==> src/rtl/alu_multicycle.sv <==
// Registered RV32I ALU with valid/ready handshakes, iterative shift-add MUL and restoring DIVU/REMU.
// Define ALU_SIGNED_DIV_EN to add signed DIV (1110) and REM (1111) on top of the unsigned divider.

module alu_multicycle #(
  parameter int DATA_WIDTH    = 32,
  parameter int OPCODE_LENGTH = 4
) (
  input  logic                     clk,
  input  logic                     reset,
  input  logic                     in_valid,
  output logic                     in_ready,
  input  logic [DATA_WIDTH-1:0]    SrcA,
  input  logic [DATA_WIDTH-1:0]    SrcB,
  input  logic [OPCODE_LENGTH-1:0] Operation,
  input  logic                     flush,
  output logic                     out_valid,
  input  logic                     out_ready,
  output logic [DATA_WIDTH-1:0]    ALUResult,
  output logic                     busy
);

  localparam int SHW = $clog2(DATA_WIDTH);
  localparam int CW  = SHW + 1;
  localparam logic [CW-1:0] ITERS = CW'(DATA_WIDTH);

  localparam logic [OPCODE_LENGTH-1:0] OP_AND  = OPCODE_LENGTH'(4'b0000);
  localparam logic [OPCODE_LENGTH-1:0] OP_OR   = OPCODE_LENGTH'(4'b0001);
  localparam logic [OPCODE_LENGTH-1:0] OP_ADD  = OPCODE_LENGTH'(4'b0010);
  localparam logic [OPCODE_LENGTH-1:0] OP_XOR  = OPCODE_LENGTH'(4'b0011);
  localparam logic [OPCODE_LENGTH-1:0] OP_SLL  = OPCODE_LENGTH'(4'b0100);
  localparam logic [OPCODE_LENGTH-1:0] OP_SRL  = OPCODE_LENGTH'(4'b0101);
  localparam logic [OPCODE_LENGTH-1:0] OP_SUB  = OPCODE_LENGTH'(4'b0110);
  localparam logic [OPCODE_LENGTH-1:0] OP_SRA  = OPCODE_LENGTH'(4'b0111);
  localparam logic [OPCODE_LENGTH-1:0] OP_EQ   = OPCODE_LENGTH'(4'b1000);
  localparam logic [OPCODE_LENGTH-1:0] OP_MUL  = OPCODE_LENGTH'(4'b1001);
  localparam logic [OPCODE_LENGTH-1:0] OP_DIVU = OPCODE_LENGTH'(4'b1010);
  localparam logic [OPCODE_LENGTH-1:0] OP_REMU = OPCODE_LENGTH'(4'b1011);
  localparam logic [OPCODE_LENGTH-1:0] OP_SLT  = OPCODE_LENGTH'(4'b1100);
  localparam logic [OPCODE_LENGTH-1:0] OP_SLTU = OPCODE_LENGTH'(4'b1101);
`ifdef ALU_SIGNED_DIV_EN
  localparam logic [OPCODE_LENGTH-1:0] OP_DIV  = OPCODE_LENGTH'(4'b1110);
  localparam logic [OPCODE_LENGTH-1:0] OP_REM  = OPCODE_LENGTH'(4'b1111);
  localparam logic [DATA_WIDTH-1:0] MOST_NEG = {1'b1, {(DATA_WIDTH-1){1'b0}}};
`endif

  typedef enum logic [1:0] {S_IDLE, S_MUL, S_DIV, S_DONE} state_t;

  state_t                     state;
  logic [OPCODE_LENGTH-1:0]   op_q;
  logic [DATA_WIDTH-1:0]      opd;   // multiplicand (MUL) or divisor magnitude (DIV)
  logic [DATA_WIDTH-1:0]      acc;   // product accumulator or partial remainder
  logic [DATA_WIDTH-1:0]      quo;   // multiplier bits or dividend/quotient shift register
  logic [CW-1:0]              cnt;

  logic [SHW-1:0]             shamt;
  logic [DATA_WIDTH-1:0]      single_res;
  logic                       is_mul, is_div, div_zero, div_ovf;
  logic [DATA_WIDTH-1:0]      a_mag, b_mag;
  logic [DATA_WIDTH-1:0]      rem_shift;
  logic [DATA_WIDTH:0]        div_diff;
  logic [DATA_WIDTH-1:0]      div_res;
`ifdef ALU_SIGNED_DIV_EN
  logic                       is_sdiv, a_neg, b_neg, neg_q, neg_r;
`endif

  assign shamt    = SrcB[SHW-1:0];
  assign in_ready = (state == S_IDLE);

  // NOTE: every variable an always_comb writes gets a default first, so no path can infer a latch.
  always_comb begin
    single_res = '0;
    case (Operation)
      OP_AND:  single_res = SrcA & SrcB;
      OP_OR:   single_res = SrcA | SrcB;
      OP_ADD:  single_res = SrcA + SrcB;
      OP_XOR:  single_res = SrcA ^ SrcB;
      OP_SUB:  single_res = SrcA - SrcB;
      OP_EQ:   single_res = {{(DATA_WIDTH-1){1'b0}}, SrcA == SrcB};
      OP_SLT:  single_res = {{(DATA_WIDTH-1){1'b0}}, $signed(SrcA) < $signed(SrcB)};
      OP_SLTU: single_res = {{(DATA_WIDTH-1){1'b0}}, SrcA < SrcB};
      OP_SLL:  single_res = SrcA << shamt;
      OP_SRL:  single_res = SrcA >> shamt;
      OP_SRA:  single_res = $signed(SrcA) >>> shamt;
      default: single_res = '0;
    endcase
  end

  always_comb begin
    is_mul   = (Operation == OP_MUL);
    is_div   = (Operation == OP_DIVU) || (Operation == OP_REMU);
    div_zero = (SrcB == '0);
    div_ovf  = 1'b0;
    a_mag    = SrcA;
    b_mag    = SrcB;
`ifdef ALU_SIGNED_DIV_EN
    is_sdiv = (Operation == OP_DIV) || (Operation == OP_REM);
    a_neg   = is_sdiv && SrcA[DATA_WIDTH-1];
    b_neg   = is_sdiv && SrcB[DATA_WIDTH-1];
    if (is_sdiv) is_div = 1'b1;
    if (a_neg)   a_mag = -SrcA;
    if (b_neg)   b_mag = -SrcB;
    div_ovf = is_sdiv && (SrcA == MOST_NEG) && (SrcB == '1);
`endif
  end

  // One restoring step: shift the next dividend bit into the remainder and try to subtract.
  always_comb begin
    rem_shift = {acc[DATA_WIDTH-2:0], quo[DATA_WIDTH-1]};
    div_diff  = {acc[DATA_WIDTH-1], rem_shift} - {1'b0, opd};
    div_res   = (op_q == OP_REMU) ? acc : quo;
`ifdef ALU_SIGNED_DIV_EN
    if (op_q == OP_DIV)      div_res = neg_q ? -quo : quo;
    else if (op_q == OP_REM) div_res = neg_r ? -acc : acc;
`endif
  end

  // NOTE: state uses non-blocking assignments so every register samples pre-edge values.
  // NOTE: the asynchronous reset clears the datapath registers too; an aborted op leaves no trace.
  always_ff @(posedge clk or negedge reset) begin
    if (!reset) begin
      state     <= S_IDLE;
      op_q      <= '0;
      opd       <= '0;
      acc       <= '0;
      quo       <= '0;
      cnt       <= '0;
      ALUResult <= '0;
      out_valid <= 1'b0;
      busy      <= 1'b0;
`ifdef ALU_SIGNED_DIV_EN
      neg_q     <= 1'b0;
      neg_r     <= 1'b0;
`endif
    end else if (flush) begin
      state     <= S_IDLE;
      out_valid <= 1'b0;
      busy      <= 1'b0;
    end else begin
      case (state)
        S_IDLE: if (in_valid) begin
          op_q <= Operation;
          cnt  <= '0;
          acc  <= '0;
          if (is_mul) begin
            opd   <= SrcA;
            quo   <= SrcB;
            busy  <= 1'b1;
            state <= S_MUL;
          end else if (is_div) begin
            busy  <= 1'b1;
            state <= S_DIV;
            // Special cases skip the iterations and finalise on the next edge.
            if (div_zero) begin
              cnt <= ITERS;
              quo <= '1;
              acc <= SrcA;
            end else if (div_ovf) begin
              cnt <= ITERS;
              quo <= {1'b1, {(DATA_WIDTH-1){1'b0}}};
            end else begin
              opd <= b_mag;
              quo <= a_mag;
            end
`ifdef ALU_SIGNED_DIV_EN
            neg_q <= (a_neg ^ b_neg) && !div_zero && !div_ovf;
            neg_r <= a_neg && !div_zero && !div_ovf;
`endif
          end else begin
            ALUResult <= single_res;
            out_valid <= 1'b1;
            state     <= S_DONE;
          end
        end
        S_MUL: begin
          if (cnt == ITERS) begin
            ALUResult <= acc;
            out_valid <= 1'b1;
            busy      <= 1'b0;
            state     <= S_DONE;
          end else begin
            if (quo[0]) acc <= acc + opd;
            opd <= opd << 1;
            quo <= quo >> 1;
            cnt <= cnt + CW'(1);
          end
        end
        S_DIV: begin
          if (cnt == ITERS) begin
            ALUResult <= div_res;
            out_valid <= 1'b1;
            busy      <= 1'b0;
            state     <= S_DONE;
          end else begin
            if (!div_diff[DATA_WIDTH]) begin
              acc <= div_diff[DATA_WIDTH-1:0];
              quo <= {quo[DATA_WIDTH-2:0], 1'b1};
            end else begin
              acc <= rem_shift;
              quo <= {quo[DATA_WIDTH-2:0], 1'b0};
            end
            cnt <= cnt + CW'(1);
          end
        end
        S_DONE: if (out_ready) begin
          out_valid <= 1'b0;
          state     <= S_IDLE;
        end
        default: state <= S_IDLE;
      endcase
    end
  end

endmodule

==> config.mk <==
export PLATFORM = sky130hd
export DESIGN_NAME = alu_multicycle
export DESIGN_NICKNAME = d
export VERILOG_FILES = /design/src/rtl/alu_multicycle.sv
export SDC_FILE = /design/constraint.sdc
export NUM_CORES = 1
export LEC_CHECK = 0
export CELL_PAD_IN_SITES_DETAIL_PLACEMENT = 1
export CELL_PAD_IN_SITES_GLOBAL_PLACEMENT = 1
export CORE_UTILIZATION = 33
export CTS_BUF_LIST = sky130_fd_sc_hd__clkbuf_8
export DETAILED_ROUTE_END_ITERATION = 7
export GPL_ROUTABILITY_DRIVEN = 0
export PLACE_DENSITY_LB_ADDON = 0.1
export SETUP_SLACK_MARGIN = 0.02
export SYNTH_ARGS = -nofsm -noshare
export SYNTH_HDL_FRONTEND = slang
export SYNTH_SLANG_ARGS = --single-unit
==> constraint.sdc <==
create_clock -name clk -period 3.9 [get_ports clk]
set_input_delay 0.585 -clock clk [delete_from_list [all_inputs] [get_ports clk]]
set_output_delay 0.585 -clock clk [all_outputs]
set_load 0.02 [all_outputs]
---- Word level (Yosys, flattened, before mapping) ----
Cells that the tools add are included.
storage, ports and cells
  bits in registers ....................... 142
  logic and storage cells ................. 134
  input port bits ......................... 73
  output and inout port bits .............. 35
operators by class
  multiplexer cells ....................... 57
  bitwise gates (word level) .............. 4
  add/subtract/negate cells ............... 5
  $lt $le $gt $ge ......................... 2
  equality and inequality tests ........... 36
  shift operators ......................... 3
  reductions and logical operators ........ 18
operator list
  kind                count
  $mux 32             25
  $pmux 32 s11        1
  $pmux 32 s3         3
  $add 32x32->32      2
  $lt 32x32->1        2
  $pmux 32 s2         1
  $sub 33x32->33      1
  $and 32x32->32      1
  $eq 32x32->1        1
  $logic_not 32->1    1
  $or 32x32->32       1
  $shl 32x5->32       1
  $shr 32x5->32       1
  $sshr 32x5->32      1
  $sub 32x32->32      1
  $xor 32x32->32      1
  $mux 6              5
  $eq 4x4->1 const B  7
  $ne 2x2->1 const B  9
  $reduce_and 6->1    3
  $eq 4x3->1 const B  4
  $mux 1              13
  $ne 3x3->1 const B  4
  $pmux 6 s2          1
  other kinds (24)    35

---- Depth between registers and ports, before layout ----
Gate-level depths: netlist (run 1).
  word-level depth ........................ 7
  depth in mapped cells ................... 15
  mapped depth without buffers ............ 13

---- Worst setup path before layout (run 1) ----
OpenSTA, ideal clock, no wires.
  path type ............................... input port to flip-flop
  start point ............................. in SrcB[2]
  end point ............................... reg ALUResult[26]
  setup time .............................. 0.085 ns
  slack ................................... -0.079 ns
  data required time ...................... 3.815 ns
  data arrival time ....................... 3.894 ns
  stages .................................. 15
  buffers on the path ..................... 4
  path through ............................ inv_1 -> buf_2 -> buf_1 -> clkbuf_1 -> ha_1 -> clkbuf_1 -> nor3_1 -> o31ai_1 -> a31oi_1 -> a211oi_1 -> o31a_1 -> or3_1 -> a311oi_1 -> nor3_1 -> o22ai_1
between the ends
  longest elaborated chain between the ends .. 6
  elaborated cells on any way between the ends .. 10
  classes of those cells .................. 2 x add/sub; 3 x shift; 5 x mux
ends and longest elaborated chain
  element                                 RTL line  RTL
  start: declaration                      13        input logic [DATA_WIDTH-1:0] SrcB,
  $sub 32x32->32 (tied with other cells)  77        OP_SUB: single_res = SrcA - SrcB;
  $pmux 32 s11 *                          72        case (Operation)
  $mux 32 *                               149       end else if (is_div) begin
  $mux 32 *                               144       if (is_mul) begin
  $mux 32 *                               140       S_IDLE: if (in_valid) begin
  $pmux 32 s3 *                           139       case (state)
  end signal: assignment                  169       ALUResult <= single_res;
  end signal: assignment                  189       ALUResult <= div_res;
  end: declaration                        18        output logic [DATA_WIDTH-1:0] ALUResult,
Mark *: on every way between the ends. The rest lies on a longest branch, timed or not. The select of a mux whose other input is x is not followed.
A chain may end at the register's enable or synchronous reset.

---- Final worst setup path (run 1) ----
  start point ............................. reg quo[31]
  end point ............................... reg acc[30]
between the ends
  longest elaborated chain between the ends .. 4
ends and longest elaborated chain
  element                   RTL line  RTL
  start: declaration        52        logic [DATA_WIDTH-1:0] quo;
  start signal: assignment  146       quo <= SrcB;
  start signal: assignment  159       quo <= {1'b1, {(DATA_WIDTH-1){1'b0}}};
  start signal: assignment  162       quo <= a_mag;
  $sub 33x32->33            109       div_diff = {acc[DATA_WIDTH-1], rem_shift} - {1'b0, opd};
  $mux 32                   194       if (!div_diff[DATA_WIDTH]) begin
  $mux 32                   188       if (cnt == ITERS) begin
  $pmux 32 s3               139
  end signal: assignment    156       acc <= SrcA;
  end signal: assignment    195       acc <= div_diff[DATA_WIDTH-1:0];
  end signal: assignment    198       acc <= rem_shift;
  end: declaration          51        logic [DATA_WIDTH-1:0] acc;
No other way between the ends. The select of a mux whose other input is x is not followed.

==> results of run 1 <==
## final timing paths
kind,start,endpoint,slack [ns],depth (start not counted)
max in group asynchronous,reset,ALUResult[27],2.99,2
worst min register to register,ALUResult[10],ALUResult[10],0.49,2
min in group clk,ALUResult[10],ALUResult[10],0.49,2
worst max-delay path,quo[31],acc[30],0.13,15
worst min-delay path,reset,opd[30],0.10,1
worst max register to register,quo[31],acc[30],0.13,15
## final cells by class
| type | count | area (sq um) | share of cell area (%) |
|---|---|---|---|
| timing repair buffer | 483 | 4180 | 16.3 |
| antenna | 4 | 10.0 | 0.0391 |
| inverter | 151 | 567 | 2.21 |
| clock buffer | 17 | 234 | 0.914 |
| tap | 837 | 1050 | 4.09 |
| multi-input combinational | 2250 | 15800 | 61.8 |
| clock inverter | 15 | 190 | 0.743 |
| sequential | 142 | 3550 | 13.9 |
## metal layers
metal,wire length (microns),vias to the layer above,share of wire [%],GRT usage (%)
li1,-,10900,-,-
met1,45400,12400,41,43.7
met2,51000,1098,46,56.2
met3,8280,300,7.4,5.01
met4,7340,2,6.5,21.8
met5,14,-,0.012,0
## registers in the layout (all words and copies together), names as in the netlist
register / count
ALUResult: 32
acc: 32
busy: 1
cnt: 6
op_q: 4
opd: 32
out_valid: 1
quo: 32
state: 2
## cell usage in the layout (no fill, tap or decap), types with 15 or more instances in the layout
master / count
xnor2_1: 34
nor2_1: 244
o31ai_1: 21
a21o_1: 40
xor2_1: 20
nor3_1: 43
buf_4: 354
mux2_2: 17
inv_1: 146
o21a_1: 23
nand3_1: 72
nand2_1: 323
a221oi_1: 92
ha_1: 169
nand2b_1: 28
or3_1: 31
mux2i_1: 71
and2_1: 15
a211oi_1: 34
clkdlybuf4s50_1: 101
o211ai_1: 30
mux4_2: 52
dfrtp_1: 142
nand3b_1: 15
and3_1: 18
o21bai_1: 17
o221a_2: 34
a31oi_1: 56
buf_12: 23
nor2b_1: 27
o22ai_1: 23
o21ai_0: 197
clkbuf_8: 17
a21oi_1: 240
## kinds of logic after synthesis
| logic type | Yosys count | synth area share [%] |
|---|---|---|
| AO/OA/AOI/OAI | 986 | 32.6 |
| AND/OR/NAND/NOR | 893 | 20.0 |
| buffers and inverters | 377 | 7.06 |
| adder cells (fa/ha/maj) | 175 | 10.7 |
| flip-flops | 142 | 17.2 |
| multiplexers | 141 | 10.1 |
| XOR/XNOR | 55 | 2.37 |
## stage by stage
step           power [uW]  hold slack [ns]  instances
3_5_place_dp        15500            0.475       3858
2_1_floorplan       10700            0.289       2769
5_1_grt             18700            0.170       3896
6_report            17500            0.100       3899
3_3_place_gp        15100            0.464       3858
4_1_cts             17300            0.125       3893
## report_power, final
part / switching, uW / total (uW) / internal (uW) / leakage [uW]
clock network: 815 / 1420 / 603 / 0.000213
logic: 7580 / 13000 / 5410 / 0.00896
registers: 967 / 3120 / 2150 / 0.00177
total: 9370 / 17500 / 8160 / 0.0109
## synthesized netlist by cell type (10+ instances only)
cell type / n / share of area (%)
nand2_1: 323 / 5.9
nor2_1: 245 / 4.4
a21oi_1: 241 / 5.8
o21ai_0: 199 / 4.8
clkbuf_1: 186 / 3.4
ha_1: 171 / 10
inv_1: 149 / 2.7
dfrtp_1: 142 / 17
a221oi_1: 92 / 3.9
nand3_1: 73 / 1.8
mux2i_1: 72 / 3.5
a31oi_1: 56 / 1.7
mux4_2: 52 / 5.7
nor3_1: 44 / 1.1
a21o_1: 40 / 1.5
a211oi_1: 35 / 1.3
o221a_2: 34 / 1.9
xnor2_1: 34 / 1.4
or3_1: 31 / 0.94
o211ai_1: 30 / 1.1
nand2b_1: 28 / 0.85
nor2b_1: 27 / 0.82
buf_2: 24 / 0.58
o21a_1: 23 / 0.83
o22ai_1: 23 / 0.70
o31ai_1: 21 / 0.76
xor2_1: 20 / 0.85
and3_1: 18 / 0.54
mux2_2: 17 / 0.93
o21bai_1: 17 / 0.62
and2_1: 16 / 0.48
nand3b_1: 15 / 0.54
nor4_1: 14 / 0.42
a22oi_1: 13 / 0.47
buf_1: 13 / 0.24
nand4_1: 13 / 0.39
o311ai_0: 13 / 0.55
a221o_1: 12 / 0.58
o221ai_1: 12 / 0.51
o2111ai_1: 11 / 0.47
a2111oi_0: 10 / 0.42
or2_2: 10 / 0.30
## repair_timing
item | in CTS | in global routing
endpoints found under the setup margin | 32 | 28
gates resized for setup | 10 | 9
setup buffers | 2 | 2
pin swaps | 7 | 6
gates cloned | 1 | 0
==> run_results.csv, run 1 <==
group,metric,value,unit
run_status,status,"completed",
synthesis,synth_edf_count,0,
timing,rsz0062_at_grt,"false",
detailed_routing,route.vias.total,24700,
clock_network,cts_tree,"done",
synthesis,netlist_area,20700,sq um
placed_design,io_buffer_count,107,
floorplan,io_pins,108,
global_routing,grt_pass1_wl,166000,microns
clock_network,path_clk_slew,0.10,ns
detailed_routing,drt_iter0_markers,2109,
clock_network,clkSinkCount,142,
worst_setup_path,max_stage_delay,0.41,ns
clock_network,h-tree-depth,4,
clock_network,clk_latency,0.55,ns
global_routing,antenna_found_initial,4,
clock_network,clockRootBuffer,"clkbuf_8",
worst_setup_path,cp_slowest_cell,"dfrtp_1",
min_path,hold_path.class,"in -> async",
timing,worst_pin_slew,1.01,ns
global_routing,grt_max_degree,83,
power,vdd_drop_max,0.404,mV
worst_setup_path,path_cells,"inv_2 -> ha_4 -> inv_1 -> fa_2 -> a211o_4 -> a211oi_4 -> o21ai_2 -> a211o_4 -> a211oi_4 -> a21oi_4 -> xnor2_4 -> buf_12 -> buf_16 -> or3_1 -> a31oi_1",
floorplan,die-area,63700,sq um
timing,maxSlewViolCount,0,
placed_design,dpl_cell_area,25000,sq um
timing,relSlewSlack,32.5,%
power,p_per_area,685,nW/um^2
synthesis,synth_cells,2769,
synthesis,ys_seq_elements,142,
global_routing,grtUsageTotal,34.8,%
worst_setup_path,start_kind,"flop",
timing,worst_slack,0.131,ns
final_layout,fillerInstances,7573,
synthesis,yosys_warnings,0,
timing,skew,0.0284,ns
synthesis,syn_avg_cell_area,7.47,sq um
worst_setup_path,critPathMaxFanout,15,
timing,fin_crit,3.77,ns
floorplan,start_util,33.5,%
timing,setup_viol,0,
synthesis,ys_seq_area_share,17.2,%
global_routing,grt_pass1_vias,25400,
synthesis,synthFlopType,"dfrtp_1",
timing,fin_tns_setup,0,ns
floorplan,die_y,252,microns
worst_setup_path,cp_num_buf_inv,4,
synthesis,ys_types,92,
worst_setup_path,cp.required,4.34,ns
floorplan,design.core.area,61800,sq um
synthesis,ys_async_sr_fraction,100,%
detailed_routing,routed_via_density,6.34,
timing,fin_crit_sh,96.6,%
worst_setup_path,critical_path.top_delay_family,"compound AO/OA/AOI/OAI gates",
job,cap_viol_max_count,0,
clock_network,cts_hold_buf,0,
final_layout,fin_area,25600,sq um
clock_network,cts_buffers,17,
global_routing,grt_overflow_total,0,
detailed_routing,antenna_left,0,
floorplan,row_count,91,
final_layout,nets,3293,
final_layout,utilization,41.4,%
worst_setup_path,arrival,4.21,ns
detailed_routing,wl_per_cell,28.7,microns
detailed_routing,firstDrtPassIters,7,
clock_network,ctsLongestPathBuffers,2,
timing,hold_viol_final,0,
worst_setup_path,criticalPathCategory,"reg -> reg",
synthesis,syn-num-nets,3017,
worst_setup_path,cp-end-kind,"flop",
detailed_routing,wl,112000,microns
placed_design,dpl.hpwl,87800,microns
placed_design,pre_cts_ws,-0.522,ns
detailed_routing,drcViolationCount,0,
final_layout,final_layout_size_suffix_gt1_share,18.7,%
final_layout,synthToLayoutAreaGrowth,23.7,%
power,power_leakage,0.0109,uW
timing,max_clock_freq,265,MHz
floorplan,fp.dieW,252,microns
(Power assumes the default switching activity.)
==> run 2: changes to the inputs <==
--- a/config.mk
+++ b/config.mk
@@ -9,4 +9,5 @@
 export CELL_PAD_IN_SITES_GLOBAL_PLACEMENT = 1
-export CORE_UTILIZATION = 33
+export CORE_UTILIZATION = 40
 export CTS_BUF_LIST = sky130_fd_sc_hd__clkbuf_8
+export CTS_CLUSTER_DIAMETER = 150
 export DETAILED_ROUTE_END_ITERATION = 7
--- a/constraint.sdc
+++ b/constraint.sdc
@@ -3,2 +3,2 @@
 set_output_delay 0.585 -clock clk [all_outputs]
-set_load 0.02 [all_outputs]
+set_load 0.05 [all_outputs]
==> run 2 against run 1 <==
Compared with the run above: first-iteration DRC count is 23% higher; clock skew is 0.010 ns lower; power is 1.1% higher; critical path type is now in -> reg.
==> run_results.csv, run 2 (synthesized netlist as in run 1, its figures left out) <==
group,metric,value,unit
power,power_leakage,0.0106,uW
worst_setup_path,criticalPathCategory,"in -> reg",
detailed_routing,route.met2.wl,48700,microns
power,power_frac_clock,7.5,%
min_path,hold_path.class,"in -> async",
floorplan,row_count,82,
clock_network,clk_latency,0.52,ns
detailed_routing,firstDrtPassIters,5,
detailed_routing,route.vias.total,24800,
detailed_routing,met3WireLength,9270,microns
power,p_switching,9710,uW
power,p_int,8020,uW
power,totalPowerFinal,17700,uW
detailed_routing,wl_per_cell,29.1,microns
timing,fin_crit,3.79,ns
placed_design,io_buffer_count,107,
global_routing,grt_pass1_wl,159000,microns
final_layout,nets,3230,
final_layout,fillerInstances,6254,
detailed_routing,antenna_left,0,
timing,worst_pin_slew,1.39,ns
detailed_routing,drt_iter0_markers,2589,
worst_setup_path,arrival,4.22,ns
floorplan,io_pins,108,
final_layout,final_common_cell,"nand2_1",
timing,setup_viol,0,
power,swShare,54.7,%
floorplan,fp.dieW,229,microns
clock_network,h-tree-depth,4,
worst_setup_path,start_kind,"input pin",
timing,skew,0.0182,ns
global_routing,grtUsageTotal,39.7,%
job,cap_viol_max_count,0,
timing,hold_viol_final,0,
detailed_routing,wl,107000,microns
clock_network,clockRootBuffer,"clkbuf_8",
clock_network,cts_tree,"done",
floorplan,start_util,40.9,%
floorplan,die_y,229,microns
power,vdd_drop_max,0.535,mV
placed_design,dpl.hpwl,82400,microns
worst_setup_path,critPathMaxFanout,7,
worst_setup_path,cp-end-kind,"flop",
clock_network,clkSinkCount,142,
detailed_routing,routed_via_density,6.77,
timing,fin_crit_sh,97.2,%
detailed_routing,met1Wirelength,40900,microns
clock_network,cts_buffers,17,
worst_setup_path,cp.required,4.33,ns
worst_setup_path,reg2reg_slack,0.14,ns
power,p_seq_share,17.8,%
timing,rsz0062_at_grt,"false",
final_layout,mostFrequentLayoutCells,"nand2_1 (323), buf_4 (296), nor2_1 (244)",
final_layout,final_layout_size_suffix_gt1_share,17.0,%
clock_network,ctsLongestPathBuffers,2,
detailed_routing,drcViolationCount,0,
power,p_comb_share,74.7,%
global_routing,grt_pass1_vias,25200,
timing,maxSlewViolCount,0,
timing,max_clock_freq,264,MHz
global_routing,antenna_found_initial,2,
clock_network,path_clk_slew,0.10,ns
power,p_per_area,714,nW/um^2
global_routing,grt_max_degree,73,
timing,relSlewSlack,6.92,%
run_status,status,"completed",
timing,holdWs,0.0908,ns
final_layout,synthToLayoutAreaGrowth,20.0,%
detailed_routing,top_layer_used,"met5",
floorplan,design.core.area,50600,sq um
global_routing,grt_overflow_total,0,
floorplan,die-area,52600,sq um
-- run 2: changes by cell type in the layout (fill, tap and decap cells not counted), sizes merged --
cell,delta
buf,-65
bufinv,-1
clkbuf,+1
clkdlybuf4s50,+1
diode,-3
inv,+1
-- run 2: power by group through the flow --
stage          clock (uW)  combinational, uW  sequential, uW
6_report             1320              13300            3150
5_1_grt              1380              14200            3200
4_1_cts              1340              12400            3100
3_5_place_dp            0              12400            3130
3_3_place_gp            0              11900            3110
2_1_floorplan           0               7810            3290
-- run 2: per-layer routing --
| layer | global-route usage (%) | up-vias |
|---|---|---|
| li1 | - | 10800 |
| met2 | 64.2 | 1404 |
| met1 | 49.0 | 12300 |
| met4 | 26.4 | 2 |
| met3 | 5.93 | 372 |
| met5 | 0 | - |
-- run 2: cell type report --
| type | count | area, sq um | area share, % |
|---|---|---|---|
| antenna | 1 | 2.50 | 0.0101 |
| clock buffer | 17 | 234 | 0.942 |
| clock inverter | 15 | 164 | 0.660 |
| inverter | 151 | 567 | 2.28 |
| multi-input combinational | 2250 | 15800 | 63.7 |
| sequential | 142 | 3550 | 14.3 |
| tap | 672 | 841 | 3.39 |
| timing repair buffer | 420 | 3640 | 14.7 |
-- run 2: per-stage QoR --
stage               cell area, sq um  cells  setup TNS (ns)  utilization [%]  worst slack (ns)
floorplan                      20700   2769               0                -            0.0235
global placement               24200   3623           -7.09             47.8            -0.661
detailed placement             24200   3623           -8.33             47.8            -0.664
CTS                            24600   3656               0             48.7            0.0403
global route                   24800   3668               0             49.1            0.0111
finish                         24800   3668               0             49.1             0.111
-- run 2: final timing paths --
| check | start | endpoint | cells after the start |
|---|---|---|---|
| max | SrcA[0] | ALUResult[31] | 15 |
| min reg2reg | ALUResult[5] | ALUResult[5] | 2 |
| max in group asynchronous | reset | opd[15] | 2 |
| min | reset | opd[25] | 1 |
| min in group clk | ALUResult[5] | ALUResult[5] | 2 |
| max reg2reg | opd[0] | acc[20] | 12 |
-- run 2: critical path, stage by stage --
cell and delay [ns]:
clkdlybuf4s50_1 0.52, buf_4 0.21, ha_1 0.20, buf_4 0.12, a21o_1 0.12, a21oi_1 0.09, o21a_1 0.29, o2111ai_1 0.40
a31oi_4 0.23, buf_4 0.20, buf_4 0.14, o311ai_0 0.62, a21oi_1 0.13, nand3b_1 0.20, a31oi_1 0.14
-- run 2: timing repair --
action | CTS | global route
pin swaps | 2 | 8
gates cloned | 0 | 1
gates resized for setup | 4 | 19
setup buffers | 1 | 10
setup endpoints to repair | 10 | 36
hold buffers | 0 | 0
